`config.mk`:
```
export PLATFORM = sky130hd
export DESIGN_NAME = sample_packer_3p_flat
export DESIGN_NICKNAME = d
export VERILOG_FILES = /design/src/rtl/sample_packer_3p_pkg.sv /design/src/rtl/sample_packer_3p_if.sv /design/src/rtl/sample_packer_3p_reg_n.sv /design/src/rtl/sample_packer_3p.sv /design/src/flat_wrapper.sv
export SDC_FILE = /design/constraint.sdc
export NUM_CORES = 1
export LEC_CHECK = 0
export ABC_AREA = 1
export BUFFER_PORTS_ARGS = -buffer_cell sky130_fd_sc_hd__buf_2
export CAP_MARGIN = 30
export CORE_MARGIN = 4
export CORE_UTILIZATION = 25
export CTS_CLUSTER_DIAMETER = 150
export DETAILED_ROUTE_END_ITERATION = 6
export SLEW_MARGIN = 20
export SYNTH_ARGS = -nofsm -noshare
export SYNTH_HDL_FRONTEND = slang
export SYNTH_SLANG_ARGS = --single-unit
```
`constraint.sdc`:
```
create_clock -name CLK -period 3.2 [get_ports CLK]
set_input_delay 0.16 -clock CLK [delete_from_list [all_inputs] [get_ports CLK]]
set_output_delay 0.16 -clock CLK [all_outputs]
set_load 0.01 [all_outputs]
```
`src/rtl/sample_packer_3p_pkg.sv`:
```
// Shared FIR constants: sample width, parallelism factor and phase encoding
// used by the 3-parallel unfolded FIR and its input packer.
package sample_packer_3p_pkg;

  localparam int NB  = 7;
  localparam int PAR = 3;

  // Position of the next incoming sample within the current 3-sample group.
  typedef enum logic [1:0] {
    PH0 = 2'd0,
    PH1 = 2'd1,
    PH2 = 2'd2
  } phase_e;

endpackage : sample_packer_3p_pkg

```
`src/rtl/sample_packer_3p_if.sv`:
```
// Serial-in / 3-lane-out bus of the sample packer.
interface sample_packer_3p_if
  import sample_packer_3p_pkg::*;
#(
  parameter int NB_P = NB
);

  logic [NB_P-1:0] DIN;
  logic            VIN;
  logic            FLUSH;
  logic [NB_P-1:0] DOUT_3K;
  logic [NB_P-1:0] DOUT_3K_1;
  logic [NB_P-1:0] DOUT_3K_2;
  logic            VOUT;
  logic            BUSY;

  // Producer side: drives samples, observes groups.
  modport master (
    output DIN, VIN, FLUSH,
    input  DOUT_3K, DOUT_3K_1, DOUT_3K_2, VOUT, BUSY
  );

  // Packer side.
  modport slave (
    input  DIN, VIN, FLUSH,
    output DOUT_3K, DOUT_3K_1, DOUT_3K_2, VOUT, BUSY
  );

endinterface : sample_packer_3p_if

```
`src/rtl/sample_packer_3p_reg_n.sv`:
```
// NB-bit register with load enable and synchronous active-high reset.
module reg_n #(
  parameter int NB = 7
) (
  input  logic          CLK,
  input  logic          RST,
  input  logic          en,
  input  logic [NB-1:0] d,
  output logic [NB-1:0] q
);

  // Load on enable, otherwise hold; reset clears.
  always_ff @(posedge CLK) begin
    if (RST) begin
      q <= {NB{1'b0}};
    end else if (en) begin
      q <= d;
    end else begin
      q <= q;
    end
  end

endmodule : reg_n

```
`src/rtl/sample_packer_3p.sv`:
```
// Packs three consecutive valid serial samples into one parallel group for
// the 3-parallel unfolded FIR. A flush closes a partial group with the
// missing lanes zeroed. Lanes and VOUT are registered: one clock latency.
module sample_packer_3p
  import sample_packer_3p_pkg::*;
#(
  parameter int NB = sample_packer_3p_pkg::NB
) (
  input logic               CLK,
  input logic               RST,
  sample_packer_3p_if.slave bus
);

  phase_e          phase_r;
  phase_e          phase_nxt_s;
  logic [NB-1:0]   hold0_r;
  logic [NB-1:0]   hold1_r;
  logic [NB-1:0]   hold0_nxt_s;
  logic [NB-1:0]   hold1_nxt_s;
  logic            emit_s;
  logic [NB-1:0]   lane_d_s [PAR];
  logic [NB-1:0]   lane_q_s [PAR];
  logic            vout_r;

  // Phase register and hold slots; a reset discards any partial group.
  always_ff @(posedge CLK) begin
    if (RST) begin
      phase_r <= PH0;
      hold0_r <= {NB{1'b0}};
      hold1_r <= {NB{1'b0}};
      vout_r  <= 1'b0;
    end else begin
      phase_r <= phase_nxt_s;
      hold0_r <= hold0_nxt_s;
      hold1_r <= hold1_nxt_s;
      vout_r  <= emit_s;
    end
  end

  // Next phase, slot capture and group emission. A sample arriving with
  // FLUSH is taken first; whatever is then held is emitted zero-padded.
  always_comb begin
    phase_nxt_s = phase_r;
    hold0_nxt_s = hold0_r;
    hold1_nxt_s = hold1_r;
    emit_s      = 1'b0;
    lane_d_s[0] = {NB{1'b0}};
    lane_d_s[1] = {NB{1'b0}};
    lane_d_s[2] = {NB{1'b0}};
    case (phase_r)
      PH0: begin
        if (bus.VIN) begin
          hold0_nxt_s = bus.DIN;
          if (bus.FLUSH) begin
            emit_s      = 1'b1;
            lane_d_s[0] = bus.DIN;
            phase_nxt_s = PH0;
          end else begin
            phase_nxt_s = PH1;
          end
        end else begin
          phase_nxt_s = PH0;
        end
      end
      PH1: begin
        if (bus.VIN) begin
          hold1_nxt_s = bus.DIN;
          if (bus.FLUSH) begin
            emit_s      = 1'b1;
            lane_d_s[0] = hold0_r;
            lane_d_s[1] = bus.DIN;
            phase_nxt_s = PH0;
          end else begin
            phase_nxt_s = PH2;
          end
        end else if (bus.FLUSH) begin
          emit_s      = 1'b1;
          lane_d_s[0] = hold0_r;
          phase_nxt_s = PH0;
        end else begin
          phase_nxt_s = PH1;
        end
      end
      PH2: begin
        if (bus.VIN) begin
          emit_s      = 1'b1;
          lane_d_s[0] = hold0_r;
          lane_d_s[1] = hold1_r;
          lane_d_s[2] = bus.DIN;
          phase_nxt_s = PH0;
        end else if (bus.FLUSH) begin
          emit_s      = 1'b1;
          lane_d_s[0] = hold0_r;
          lane_d_s[1] = hold1_r;
          phase_nxt_s = PH0;
        end else begin
          phase_nxt_s = PH2;
        end
      end
      default: begin
        phase_nxt_s = PH0;
      end
    endcase
  end

  // One enabled register per output lane.
  for (genvar g = 0; g < PAR; g++) begin : g_lane
    reg_n #(.NB(NB)) u_lane (
      .CLK (CLK),
      .RST (RST),
      .en  (emit_s),
      .d   (lane_d_s[g]),
      .q   (lane_q_s[g])
    );
  end

  assign bus.DOUT_3K   = lane_q_s[0];
  assign bus.DOUT_3K_1 = lane_q_s[1];
  assign bus.DOUT_3K_2 = lane_q_s[2];
  assign bus.VOUT      = vout_r;
  assign bus.BUSY      = (phase_r != PH0);

endmodule : sample_packer_3p

```
`src/flat_wrapper.sv`:
```
// flat-port wrapper written by rule: the top's interface ports become plain ports
module sample_packer_3p_flat import sample_packer_3p_pkg::*;
#(
  parameter int NB = sample_packer_3p_pkg::NB
)
  (CLK, RST, bus_DIN, bus_VIN, bus_FLUSH, bus_DOUT_3K, bus_DOUT_3K_1, bus_DOUT_3K_2, bus_VOUT, bus_BUSY);
  sample_packer_3p_if bus_i ();
  input logic CLK;
  input logic RST;
  input wire logic [$bits(bus_i.DIN)-1:0] bus_DIN;
  input wire logic [$bits(bus_i.VIN)-1:0] bus_VIN;
  input wire logic [$bits(bus_i.FLUSH)-1:0] bus_FLUSH;
  output wire logic [$bits(bus_i.DOUT_3K)-1:0] bus_DOUT_3K;
  output wire logic [$bits(bus_i.DOUT_3K_1)-1:0] bus_DOUT_3K_1;
  output wire logic [$bits(bus_i.DOUT_3K_2)-1:0] bus_DOUT_3K_2;
  output wire logic [$bits(bus_i.VOUT)-1:0] bus_VOUT;
  output wire logic [$bits(bus_i.BUSY)-1:0] bus_BUSY;
  assign bus_i.DIN = bus_DIN;
  assign bus_i.VIN = bus_VIN;
  assign bus_i.FLUSH = bus_FLUSH;
  assign bus_DOUT_3K = bus_i.DOUT_3K;
  assign bus_DOUT_3K_1 = bus_i.DOUT_3K_1;
  assign bus_DOUT_3K_2 = bus_i.DOUT_3K_2;
  assign bus_VOUT = bus_i.VOUT;
  assign bus_BUSY = bus_i.BUSY;
  sample_packer_3p #(.NB(NB)) u_core (.CLK(CLK), .RST(RST), .bus(bus_i));
endmodule
```
* After elaboration in Yosys (flattened, before gate mapping)
Cells that the tools add are included.
** Operators by class
- Equality and inequality tests :: 2
- Muxes and demuxes :: 22
- Reductions and logical operators :: 4
** Operator list (number)
- $mux W7 :: 7
- $mux W14 :: 3
- $pmux W7 S3 :: 1
- $pmux W7 S2 :: 1
- $mux W2 :: 4
- $pmux W2 S3 :: 1
- $mux W1 :: 4
- $reduce_and A2 Y1 :: 2
- $pmux W1 S3 :: 1
- $eq A2 B1 Y1 const B :: 1
- $eq A2 B2 Y1 const B :: 1
- $logic_not A2 Y1 :: 1
- $reduce_bool A2 Y1 :: 1
** Word-level totals
- Flip-flop bits (word level) :: 38
- Bits of input ports :: 11
- Output and inout bits :: 23

* Depth between registers and ports, before layout
Gate-level depths: netlist of the first run.
- Depth after elaboration :: 3
- Depth in mapped cells :: 10
- Mapped depth without buffers :: 10

* Cells and area by module
Synthesis of the first run repeated with hierarchy kept, for this count alone.
** Unflattened totals
- Cell total of the unflattened synthesis :: 330
- Area, all modules :: 2057.0 um^2
** By module, submodules not included
- sample_packer_3p :: instances 1, cells each 198, area each 1197.4 um^2
- reg_n :: instances 3, cells each 44, area each 286.5 um^2

* Least setup slack after synthesis of the first run
No wires, ideal clock.
- Kind :: register -> register
- Start point :: register u_core.phase_r[1]
- End point :: register u_core.g_lane[2].u_lane.q[0]
- Setup time :: 0.113 ns
- Data arrival time :: 1.254 ns
- Slack :: 1.833 ns
- Stages on the path, launching flop included :: 10
- Path buffers :: 1
- Period minus slack after synthesis :: 1.367 ns
- Path through :: dfxtp_1 -> inv_1 -> ha_1 -> nand2_1 -> nand3_2 -> nand2_4 -> buf_2 -> nand2_1 -> nand2_1 -> nor2_1
** Between the ends
- Word-level cells in the longest chain between the ends :: 2
- Elaborated cells on any way between the ends :: 5
- Those cells by class :: 2 x eq/ne; 2 x mux; 1 x reduce/logical
** Ends and longest elaborated chain
- from (decl) :: line sample_packer_3p.sv:14 : phase_e phase_r;
- from (signal assigned) :: line sample_packer_3p.sv:33 : phase_r <= phase_nxt_s;
- $eq A2 B2 Y1, or another cell as far along :: line sample_packer_3p.sv:50 : case (phase_r)
- $pmux W1 S3 or $mux W7 (tied branches) :: line sample_packer_3p.sv:50
- to (signal assigned) :: line sample_packer_3p_reg_n.sv:15 : q <= {NB{1'b0}};
- to (signal assigned) :: line sample_packer_3p_reg_n.sv:19 : q <= q;
- to (decl) :: line sample_packer_3p_reg_n.sv:9 : output logic [NB-1:0] q
Parallel ways exist; a longest one is shown, timed or not.
A chain may end at the register's enable or synchronous reset.

* Worst setup path after layout of the first run
- Start point :: register u_core.phase_r[1]
- End point :: register u_core.g_lane[1].u_lane.q[5]
** Between the ends
- Word-level cells in the longest chain between the ends :: 2
- Elaborated cells on any way between the ends :: 5
- Those cells by class :: 2 x eq/ne; 2 x mux; 1 x reduce/logical
** Ends and longest elaborated chain (line)
- $eq A2 B2 Y1, or another cell as far along :: sample_packer_3p.sv:50
- $pmux W1 S3 or $pmux W7 S2 (tied branches) :: sample_packer_3p.sv:50
- to (signal assigned) :: sample_packer_3p_reg_n.sv:15
- to (signal assigned) :: sample_packer_3p_reg_n.sv:19
- to (decl) :: sample_packer_3p_reg_n.sv:9
Parallel ways exist; a longest one is shown, timed or not.

==> results of run 1 <==
==> area by class of cell <==
cell class	count	area share, %
multi-input combinational	179	38.9
tap	96	5.77
inverter	36	6.49
timing repair buffer	33	7.93
sequential	38	36.5
clock buffer	7	4.15
clock inverter	1	0.240
==> per-stage QoR <==
step / worst slack (ns) / instance area, um2 / utilization (%) / total power (W) / hold WS [ns]
6_report: 1.47 / 2080 / 30.6 / 0.00103 / 0.176
5_1_grt: 1.20 / 2080 / 30.6 / 0.00109 / 0.197
4_1_cts: 1.45 / 2080 / 30.6 / 0.00104 / 0.169
3_5_place_dp: 1.47 / 1990 / 29.3 / 0.000697 / 0.473
3_3_place_gp: 1.58 / 1990 / 29.3 / 0.000694 / 0.475
2_1_floorplan: 1.83 / 1750 / - / 0.000643 / 0.333
==> sequential cells by signal (all words and copies together), names as in the netlist <==
register / flops
u_core.bus.VOUT: 1
u_core.hold0_r: 7
u_core.phase_r: 2
u_core.hold1_r: 7
u_core.g_lane.u_lane.q: 21
==> cell usage after synthesis <==
master / instances / area share [%]
nand3_2: 2 / 1.1
dfxtp_1: 38 / 43
nor2_1: 63 / 14
nand2_4: 1 / 0.64
o21ai_1: 5 / 1.4
o22ai_1: 2 / 0.71
o21ai_0: 11 / 3.1
nand3_1: 1 / 0.29
a211oi_1: 12 / 5.1
nor2_2: 1 / 0.36
nand2_1: 70 / 15
buf_2: 3 / 0.86
clkinv_1: 2 / 0.43
inv_1: 32 / 6.9
buf_4: 2 / 0.86
a21oi_1: 7 / 2.0
ha_1: 4 / 2.9
clkbuf_1: 4 / 0.86
inv_2: 2 / 0.43
==> power by group through the flow <==
stage / registers (W) / clock network, W / logic (W)
2_1_floorplan: 0.000543 / 0 / 0.000101
3_3_place_gp: 0.000533 / 0 / 0.000161
3_5_place_dp: 0.000533 / 0 / 0.000163
4_1_cts: 0.000522 / 0.000353 / 0.000164
5_1_grt: 0.000527 / 0.000377 / 0.000186
6_report: 0.000522 / 0.000342 / 0.000161
==> cells by family after synthesis <==
family / share of synthesized area (%)
buffers and inverters: 10.3
AO/OA/AOI/OAI: 12.4
flip-flops: 43.5
AND/OR/NAND/NOR: 31.0
adder cells (fa/ha/maj): 2.86
==> worst register-to-register path, stage by stage (launching register included) <==
cell	delay, ns
dfxtp_1	0.38
inv_1	0.08
ha_1	0.22
nand2_1	0.20
nand3_2	0.13
nand2_4	0.30
inv_2	0.15
nand2_1	0.08
nand2_1	0.04
nor2_1	0.10
==> layout by cell type (no fill, tap or decap) <==
| cell | n |
|---|---|
| buf_2 | 33 |
| nand3_2 | 2 |
| nor2_2 | 1 |
| o21ai_1 | 5 |
| nor2_1 | 63 |
| o22ai_1 | 2 |
| clkinv_1 | 2 |
| a21oi_1 | 7 |
| inv_1 | 32 |
| nand2_1 | 70 |
| clkinv_2 | 1 |
| ha_1 | 4 |
| dfxtp_1 | 38 |
| clkbuf_1 | 1 |
| nand3_1 | 1 |
| nand2_4 | 1 |
| inv_2 | 2 |
| a211oi_1 | 12 |
| o21ai_0 | 11 |
| clkbuf_8 | 6 |
==> how the worst max path moves through the flow <==
stage / start / endpoint / slack, ns / cells after the start
after floorplan: u_core.phase_r[1] / u_core.g_lane[2].u_lane.q[0] / 1.83 / 9
after global placement: u_core.phase_r[0] / u_core.g_lane[1].u_lane.q[2] / 1.58 / 9
after detailed placement: u_core.phase_r[1] / u_core.g_lane[1].u_lane.q[5] / 1.47 / 9
after CTS: u_core.phase_r[1] / u_core.g_lane[1].u_lane.q[5] / 1.45 / 9
after global routing: u_core.phase_r[1] / u_core.g_lane[1].u_lane.q[5] / 1.20 / 9
final: u_core.phase_r[1] / u_core.g_lane[1].u_lane.q[5] / 1.47 / 9
==> routing by layer <==
metal  track usage (%)  routed length [um]
met1              14.4                2090
met2              16.1                1740
met3              4.27                 300
met4              2.89                  50
met5                 0                   0
==> impl_metrics.csv, run 1 <==
group,metric,value,unit
outcome,status,"finished, final reports clean",
worst_setup_path,path_class,"reg -> reg",
pwr,seqPwrFrac,50.9,%
drt,viasPerCell,4.14,
pwr,pwr-share-clk,33.4,%
worst_setup_path,cp.arrival,1.97,ns
drt,dr.pass1.iters,4,
cts,cts_tree,"built",
worst_setup_path,critPathMaxFanout,35,
placement,gp_congestion,0.855,
die,start_util,25.8,%
timing,tightestPinTransition,0.635,ns
pwr,leakagePower,1.03,nW
drt,wl,4180,um
logic_synthesis,ys_seq_area_share,43.5,%
drt,antenna_left,0,
finish,register_area,761,um2
cts,htreeDepth,2,
pwr,vdd.ir_drop.worst,0.133,mV
worst_setup_path,crit_chain,"inv_1, ha_1, nand2_1, nand3_2, nand2_4, inv_2, nand2_1, nand2_1, nor2_1",
global_route,grt_pass1_vias,1501,
timing,rsz0062_at_grt,"false",
worst_hold_path,holdPathStages,3,
global_route,grt_max_degree,36,
worst_setup_path,reg2reg_depth,9,
drt,post-route-drc-count,0,
worst_setup_path,max_stage_delay,0.38,ns
global_route,grt_pass1_wl,7350,um
timing,fmaxAchievable,577,MHz
logic_synthesis,syn_area,1750,um2
placement,numPortBuffers,33,
cts,numCtsBuffers,5,
cts,cts_num_sinks,38,
finish,fin_nets,308,
worst_setup_path,cpMostUsedCell,"nand2_1",
cts,cts.path.max_buffers,2,
worst_setup_path,timing.rr.end,"u_core.g_lane[1].u_lane.q[5]",
run,maxCapViolCount,0,
die,dieArea,8400,um2
cts,cts-root-buf,"clkbuf_8",
worst_setup_path,cp_slowest_cell,"dfxtp_1",
cts,ctsResizeCount,0,
timing,finalHoldViolCount,0,
logic_synthesis,postSynthAreaPerCell,6.68,um2
finish,antennaDiodeCount,0,
worst_setup_path,start_kind,"flip-flop",
worst_setup_path,crit_path_end_kind,"flip-flop",
timing,setup_viol,0,
cts,clock_latency,0.29,ns
drt,wl_per_cell,10.7,um
placement,dp_hpwl,3120,um
finish,drive_above_1_share,15.6,%
logic_synthesis,synthCells,262,
worst_setup_path,worstPathRequired,3.43,ns
global_route,track_usage,10.8,%
logic_synthesis,synth.distinct_cells,19,
finish,multi_input_area,810,um2
worst_setup_path,timing.critical_path.buf_inv,2,
worst_setup_path,critPathTopFamily,"simple AND/OR/NAND/NOR gates",
drt,dr.first_iter.drc_count,180,
die,rows,30,
die,fp.dieW,91.7,um
timing,slew_violations,0,
worst_setup_path,worstReg2RegStart,"u_core.phase_r[1]",
cts,post_cts_buffers,0,
timing,fin_tns_setup,0,ns
die,die_y,91.7,um
logic_synthesis,ys_seq_elements,38,
timing,post-route-period-util,54.2,%
pwr,power_frac_comb,15.7,%
worst_setup_path,rrSetupSlack,1.47,ns
logic_synthesis,syn_nets,277,
cts,cts-hold-fix-buffers,0,
worst_hold_path,min_from,"bus_DIN[0]",
worst_hold_path,hold_path.class,"in -> reg",
pwr,p_sw,0.000288,W
die,core,6790,um2
finish,finalNonFillerCells,390,
timing,post-route-min-period,1.73,ns
drt,dr_total_vias,1614,
pwr,switching_share,28.1,%
global_route,gr-total-overflow,0,
placement,dp_cells,382,
global_route,antenna_found_initial,0,
timing,max-slew-margin-rel,57.6,%
timing,finClkSkew,0.00341,ns
logic_synthesis,yosysWarnings,0,
die,ios,34,
finish,areaGrowthSynthToFinish,18.9,%
pwr,power.internal,0.000737,W
finish,nFillCells,748,
cts,cts.clk_slew.worst_paths,0.07,ns
pwr,p_per_area,492,nW/um2
worst_hold_path,whs_endpoint,"u_core.hold0_r[0]",
Note: power is estimated with default switching activity, not from simulation.
==> inputs of run 2 (changes only) <==
ABC_AREA = 0   (was 1)
clock period = 1.43 ns   (was 3.2 ns; I/O delays follow)
==> impl_metrics.csv, run 2 <==
group,metric,value,unit
drt,dr_total_vias,1747,
timing,max-slew-margin-rel,78.5,%
finish,areaGrowthSynthToFinish,31.4,%
die,rows,32,
timing,post-route-min-period,1.57,ns
worst_setup_path,crit_path_end_kind,"flip-flop",
worst_setup_path,path_class,"reg -> reg",
cts,cts.clk_slew.worst_paths,0.07,ns
cts,cts.path.max_buffers,2,
pwr,total_power,0.00221,W
global_route,antenna_found_initial,0,
logic_synthesis,syn_area,1970,um2
logic_synthesis,synthCells,211,
finish,largest_register_ff_count,21,
placement,numPortBuffers,33,
cts,htreeDepth,2,
global_route,gr-total-overflow,0,
timing,rsz0062_at_grt,"true",
placement,dp_hpwl,3450,um
drt,viasPerCell,4.95,
finish,top_register,"u_core.g_lane.u_lane.q",
logic_synthesis,synth.distinct_cells,28,
worst_setup_path,critPathMaxFanout,8,
worst_setup_path,cp.arrival,1.77,ns
drt,antenna_left,0,
logic_synthesis,synth_edf_count,0,
timing,slew_violations,0,
worst_setup_path,worstSetupStartpoint,"u_core.phase_r[1]",
drt,post-route-drc-count,0,
worst_setup_path,worstReg2RegStart,"u_core.phase_r[1]",
cts,cts_tree,"built",
logic_synthesis,synth_top_cells_by_area,"dfxtp_1, mux2i_1, a311oi_2",
worst_hold_path,whs_endpoint,"u_core.hold1_r[6]",
worst_setup_path,max_stage_delay,0.39,ns
drt,wl,5250,um
global_route,grt_pass1_vias,1697,
worst_hold_path,hold_path.class,"in -> reg",
cts,numCtsBuffers,5,
timing,tightestPinTransition,0.322,ns
worst_setup_path,crit_chain,"inv_4, ha_4, o21a_4, buf_6, a22o_4, a311oi_2",
timing,worst_slack,-0.141,ns
timing,finClkSkew,0.00491,ns
placement,gp_congestion,0.744,
logic_synthesis,yosysMostFrequentCell,"dfxtp_1",
die,core,7690,um2
global_route,track_usage,11.0,%
finish,drive_above_1_share,35.5,%
logic_synthesis,postSynthAreaPerCell,9.32,um2
outcome,status,"finished with violations",
logic_synthesis,async_reset_ff_share,0,%
finish,utilization,33.6,%
finish,nFillCells,807,
cts,cts-root-buf,"clkbuf_8",
drt,wl_per_cell,14.9,um
worst_hold_path,holdPathStages,3,
timing,finalHoldViolCount,0,
logic_synthesis,synth_top_area_cell,"dfxtp_1",
timing,setup_viol,21,
drt,dr.pass1.iters,5,
worst_setup_path,rrSetupSlack,-0.14,ns
worst_setup_path,reg2reg_depth,6,
finish,top_regs,"u_core.g_lane.u_lane.q (21), u_core.hold0_r (7), u_core.hold1_r (7)",
worst_hold_path,min_from,"bus_DIN[6]",
logic_synthesis,yosysWarnings,0,
pwr,leakagePower,1.08,nW
worst_setup_path,start_kind,"flip-flop",
finish,fin_nets,266,
logic_synthesis,synth-main-ff-cell,"dfxtp_1",
die,die_y,96.7,um
pwr,vdd.ir_drop.worst,0.396,mV
worst_setup_path,timing.rr.end,"u_core.g_lane[0].u_lane.q[5]",
die,start_util,25.6,%
logic_synthesis,ys_top_cells_by_count,"dfxtp_1, a21oi_1, nand2_1, nand2b_1",
worst_setup_path,cp_slowest_cell,"dfxtp_4",
cts,cts-hold-fix-buffers,0,
pwr,p_per_area,857,nW/um2
outcome,violations,"setup timing",
timing,post-route-period-util,110,%
die,dieArea,9350,um2
die,fp.dieW,96.7,um
global_route,grt_max_degree,45,
worst_setup_path,worstPathRequired,1.63,ns
die,ios,34,
logic_synthesis,synthDominantCellAreaShare,38.7,%
run,maxCapViolCount,0,
timing,fmaxAchievable,636,MHz
finish,final_common_cell,"dfxtp_1",
logic_synthesis,ys_seq_elements,38,
cts,clock_latency,0.29,ns
logic_synthesis,syn_nets,226,
logic_synthesis,ys_seq_area_share,38.7,%
drt,dr.first_iter.drc_count,174,
global_route,grt_pass1_wl,8570,um
finish,final_cell_mix,"dfxtp_1, buf_2, a21oi_1",
finish,antennaDiodeCount,0,
cts,cts_num_sinks,38,
==> run 2: changes by cell type in the layout (fill, tap and decap cells not counted), moves of 13 or more <==
cell / delta
mux2i_1: +14
buf_4: +13
nor2_1: -63
nand2b_1: +16
nand2_1: -56
inv_1: -31
nand3_1: +13
==> run 2: timing repair <==
item                                    in CTS  in global routing
endpoints found under the setup margin      21                 24
setup buffers                                3                  3
endpoints found under the hold margin        0                  0
gates resized for setup                     25                 15
gates cloned                                 1                  0
pin swaps                                    3                 12
==> run 2: logic make-up after synthesis <==
kind of cell | share of synthesized area [%]
compound gates | 22.6
fa+ha+maj | 2.55
buf+inv | 7.45
flops | 38.7
mux | 7.13
simple gates | 21.6
==> run 2: final cells by class <==
cell class                      count  area, um2  share of cell area [%]
Multi-Input combinational cell    148       1200                    46.6
Inverter                            4       21.3                   0.823
Tap cell                          102        128                    4.94
Clock buffer                        7       76.3                    2.95
Timing Repair Buffer               54        387                    15.0
Sequential cell                    38        768                    29.7
==> run 2: routing by layer <==
layer	up-vias	GRT usage, %	wire length [um]	part of all wire, %
li1	854	-	-	-
met2	39	17.3	2480	47
met1	846	14.6	2500	48
met3	8	3.17	196	3.7
met4	0	3.56	77	1.5
met5	-	0	0	0
==> run 2: where the power goes <==
group          internal [W]  switching [W]  total [W]
registers           0.00109      0.0000262    0.00112
clock network      0.000336       0.000363   0.000699
logic              0.000184       0.000213   0.000397
total               0.00161       0.000602    0.00221
==> run 2: worst max-delay path by stage <==
stage | endpoint | slack (ns) | cells past startpoint
final | u_core.g_lane[0].u_lane.q[5] | -0.14 | 6
after global routing | u_core.g_lane[0].u_lane.q[2] | -0.20 | 6
after global placement | u_core.g_lane[0].u_lane.q[2] | -0.20 | 5
after detailed placement | u_core.g_lane[0].u_lane.q[6] | -0.26 | 5
after CTS | u_core.g_lane[1].u_lane.q[0] | -0.1 | 7
after floorplan | u_core.g_lane[1].u_lane.q[2] | -0.13 | 8
==> run 2: critical path, delay by kind of cell, from the launching register on <==
family / cells / cell delay, ns
DFF: 1 / 0.39
AOI/OAI and AO/OA: 3 / 0.77
buffers and inverters: 2 / 0.17
adders and majority gates: 1 / 0.15
==> run 2: through the flow <==
step	instance area, um2	setup TNS (ns)	std cells	setup WS (ns)	hold WS [ns]
floorplan	1970	-2.09	211	-0.133	0.219
global placement	2310	-2.80	342	-0.197	0.378
detailed placement	2310	-3.79	342	-0.260	0.384
CTS	2550	-1.45	353	-0.0998	0.0762
global route	2580	-2.84	353	-0.196	0.0859
finish	2580	-1.46	353	-0.141	0.0839
==> inputs of run 3 (changes only) <==
clock period = 1.6 ns   (was 1.43 ns; I/O delays follow)
==> impl_metrics.csv, run 3 (synthesized netlist as in run 2, its figures left out) <==
group,metric,value,unit
placement,numPortBuffers,33,
worst_setup_path,critPathTopFamily,"compound AO/OA/AOI/OAI gates",
worst_setup_path,crit_path_end_kind,"flip-flop",
timing,max-slew-margin-rel,80.3,%
run,maxCapViolCount,0,
finish,finalNonFillerCells,350,
worst_setup_path,crit_chain,"inv_1, ha_2, o21a_4, a22oi_4, clkbuf_16, mux2i_1",
finish,final_cell_mix,"dfxtp_1, buf_2, a21oi_1",
cts,htreeDepth,2,
timing,fmaxAchievable,639,MHz
die,dieArea,9350,um2
finish,final_cell_area,2480,um2
drt,post-route-drc-count,0,
worst_setup_path,max_stage_delay,0.37,ns
timing,rsz0062_at_grt,"true",
finish,fin_nets,262,
outcome,status,"finished, final reports clean",
placement,dp_cells,341,
finish,nFillCells,821,
finish,multi_input_area,1140,um2
die,rows,32,
timing,slew_violations,0,
worst_hold_path,hold_path.class,"in -> reg",
timing,fin_tns_setup,0,ns
finish,final_common_cell,"dfxtp_1",
cts,clock_latency,0.29,ns
finish,utilization,32.3,%
finish,register_area,766,um2
global_route,grt_pass1_wl,8340,um
global_route,gr-total-overflow,0,
timing,post-route-period-util,97.8,%
die,core,7690,um2
worst_setup_path,critPathMaxFanout,6,
cts,cts.path.max_buffers,2,
worst_setup_path,cp.arrival,1.79,ns
pwr,leakagePower,1.04,nW
die,fp.dieW,96.7,um
placement,dp_hpwl,3550,um
die,ios,34,
worst_setup_path,worstPathRequired,1.82,ns
cts,numCtsBuffers,5,
placement,dpl_cell_area,2280,um2
timing,finClkSkew,0.00672,ns
placement,gp_congestion,0.806,
drt,dr.first_iter.drc_count,98,
global_route,track_usage,10.8,%
finish,areaGrowthSynthToFinish,26.2,%
global_route,antenna_found_initial,0,
drt,wl_per_cell,15.1,um
timing,setup_viol,0,
cts,cts_tree,"built",
worst_setup_path,timing.critical_path.buf_inv,2,
pwr,vdd.ir_drop.worst,0.301,mV
die,die_y,96.7,um
cts,cts-root-buf,"clkbuf_8",
timing,finalHoldViolCount,0,
global_route,grt_max_degree,22,
finish,drive_above_1_share,33.9,%
timing,post-route-min-period,1.56,ns
cts,cts_num_sinks,38,
cts,cts-hold-fix-buffers,0,
drt,viasPerCell,4.85,
finish,top_register,"u_core.g_lane.u_lane.q",
cts,post_cts_buffers,0,
cts,cts.clk_slew.worst_paths,0.08,ns
worst_setup_path,cp_slowest_cell,"dfxtp_4",
drt,dr.pass1.iters,4,
drt,wl,5280,um
worst_setup_path,path_class,"reg -> reg",
pwr,p_per_area,810,nW/um2
worst_setup_path,start_kind,"flip-flop",
finish,antennaDiodeCount,0,
finish,largest_register_ff_count,21,
global_route,grt_pass1_vias,1638,
finish,top_regs,"u_core.g_lane.u_lane.q (21), u_core.hold0_r (7), u_core.hold1_r (7)",
drt,antenna_left,0,
die,start_util,25.6,%
drt,dr_total_vias,1696,
timing,tightestPinTransition,0.293,ns
==> run 3: final cells by class <==
class / count / area share (%)
multi-input cells: 148 / 46.0
flip-flops and latches: 38 / 30.9
repair buffers: 50 / 13.7
well taps: 102 / 5.14
clock buffers: 7 / 3.48
inverters: 4 / 0.605
clock inverters: 1 / 0.202
==> run 3: tightest hold or removal path, delay by kind of cell <==
kind            cells  cell delay, ns
buf+inv             1            0.13
simple gates        1            0.07
compound gates      1            0.05
==> run 3: power breakdown <==
group / internal, W / switching, W / leakage [nW]
Sequential: 0.000976 / 0.0000201 / 0.310
Clock: 0.000348 / 0.000340 / 0.0482
Combinational: 0.000144 / 0.000182 / 0.683
Total: 0.00147 / 0.000542 / 1.04
==> run 3: routing by layer <==
metal / vias up / track usage [%] / wire length (um)
li1: 851 / - / -
met1: 809 / 14.5 / 2530
met5: - / 0 / 0
met4: 0 / 4.21 / 78
met2: 29 / 16.6 / 2540
met3: 7 / 2.52 / 136
==> run 3: worst paths after layout <==
kind	start	to	slack [ns]	cells past startpoint
setup reg to reg	u_core.phase_r[1]	u_core.g_lane[1].u_lane.q[3]	0.04	6
setup / recovery	u_core.phase_r[1]	u_core.g_lane[1].u_lane.q[3]	0.04	6
hold reg to reg	u_core.hold0_r[6]	u_core.hold0_r[6]	0.46	2
hold / removal	bus_DIN[2]	u_core.hold1_r[2]	0.09	3
==> run 3: through the flow <==
step / hold slack, ns / total power [W] / setup slack (ns)
after floorplan: 0.227 / 0.00121 / 0.00885
after global placement: 0.393 / 0.00130 / 0.00920
after detailed placement: 0.397 / 0.00131 / -0.0300
after CTS: 0.0828 / 0.00200 / -0.00291
after global routing: 0.0908 / 0.00212 / -0.0248
final: 0.0939 / 0.00201 / 0.0352
==> run 3: what timing repair did <==
item                       4_1_cts  5_1_grt
pin swaps                        0        3
gates cloned                     0        1
gates resized for setup          3       19
setup endpoints to repair        8       21
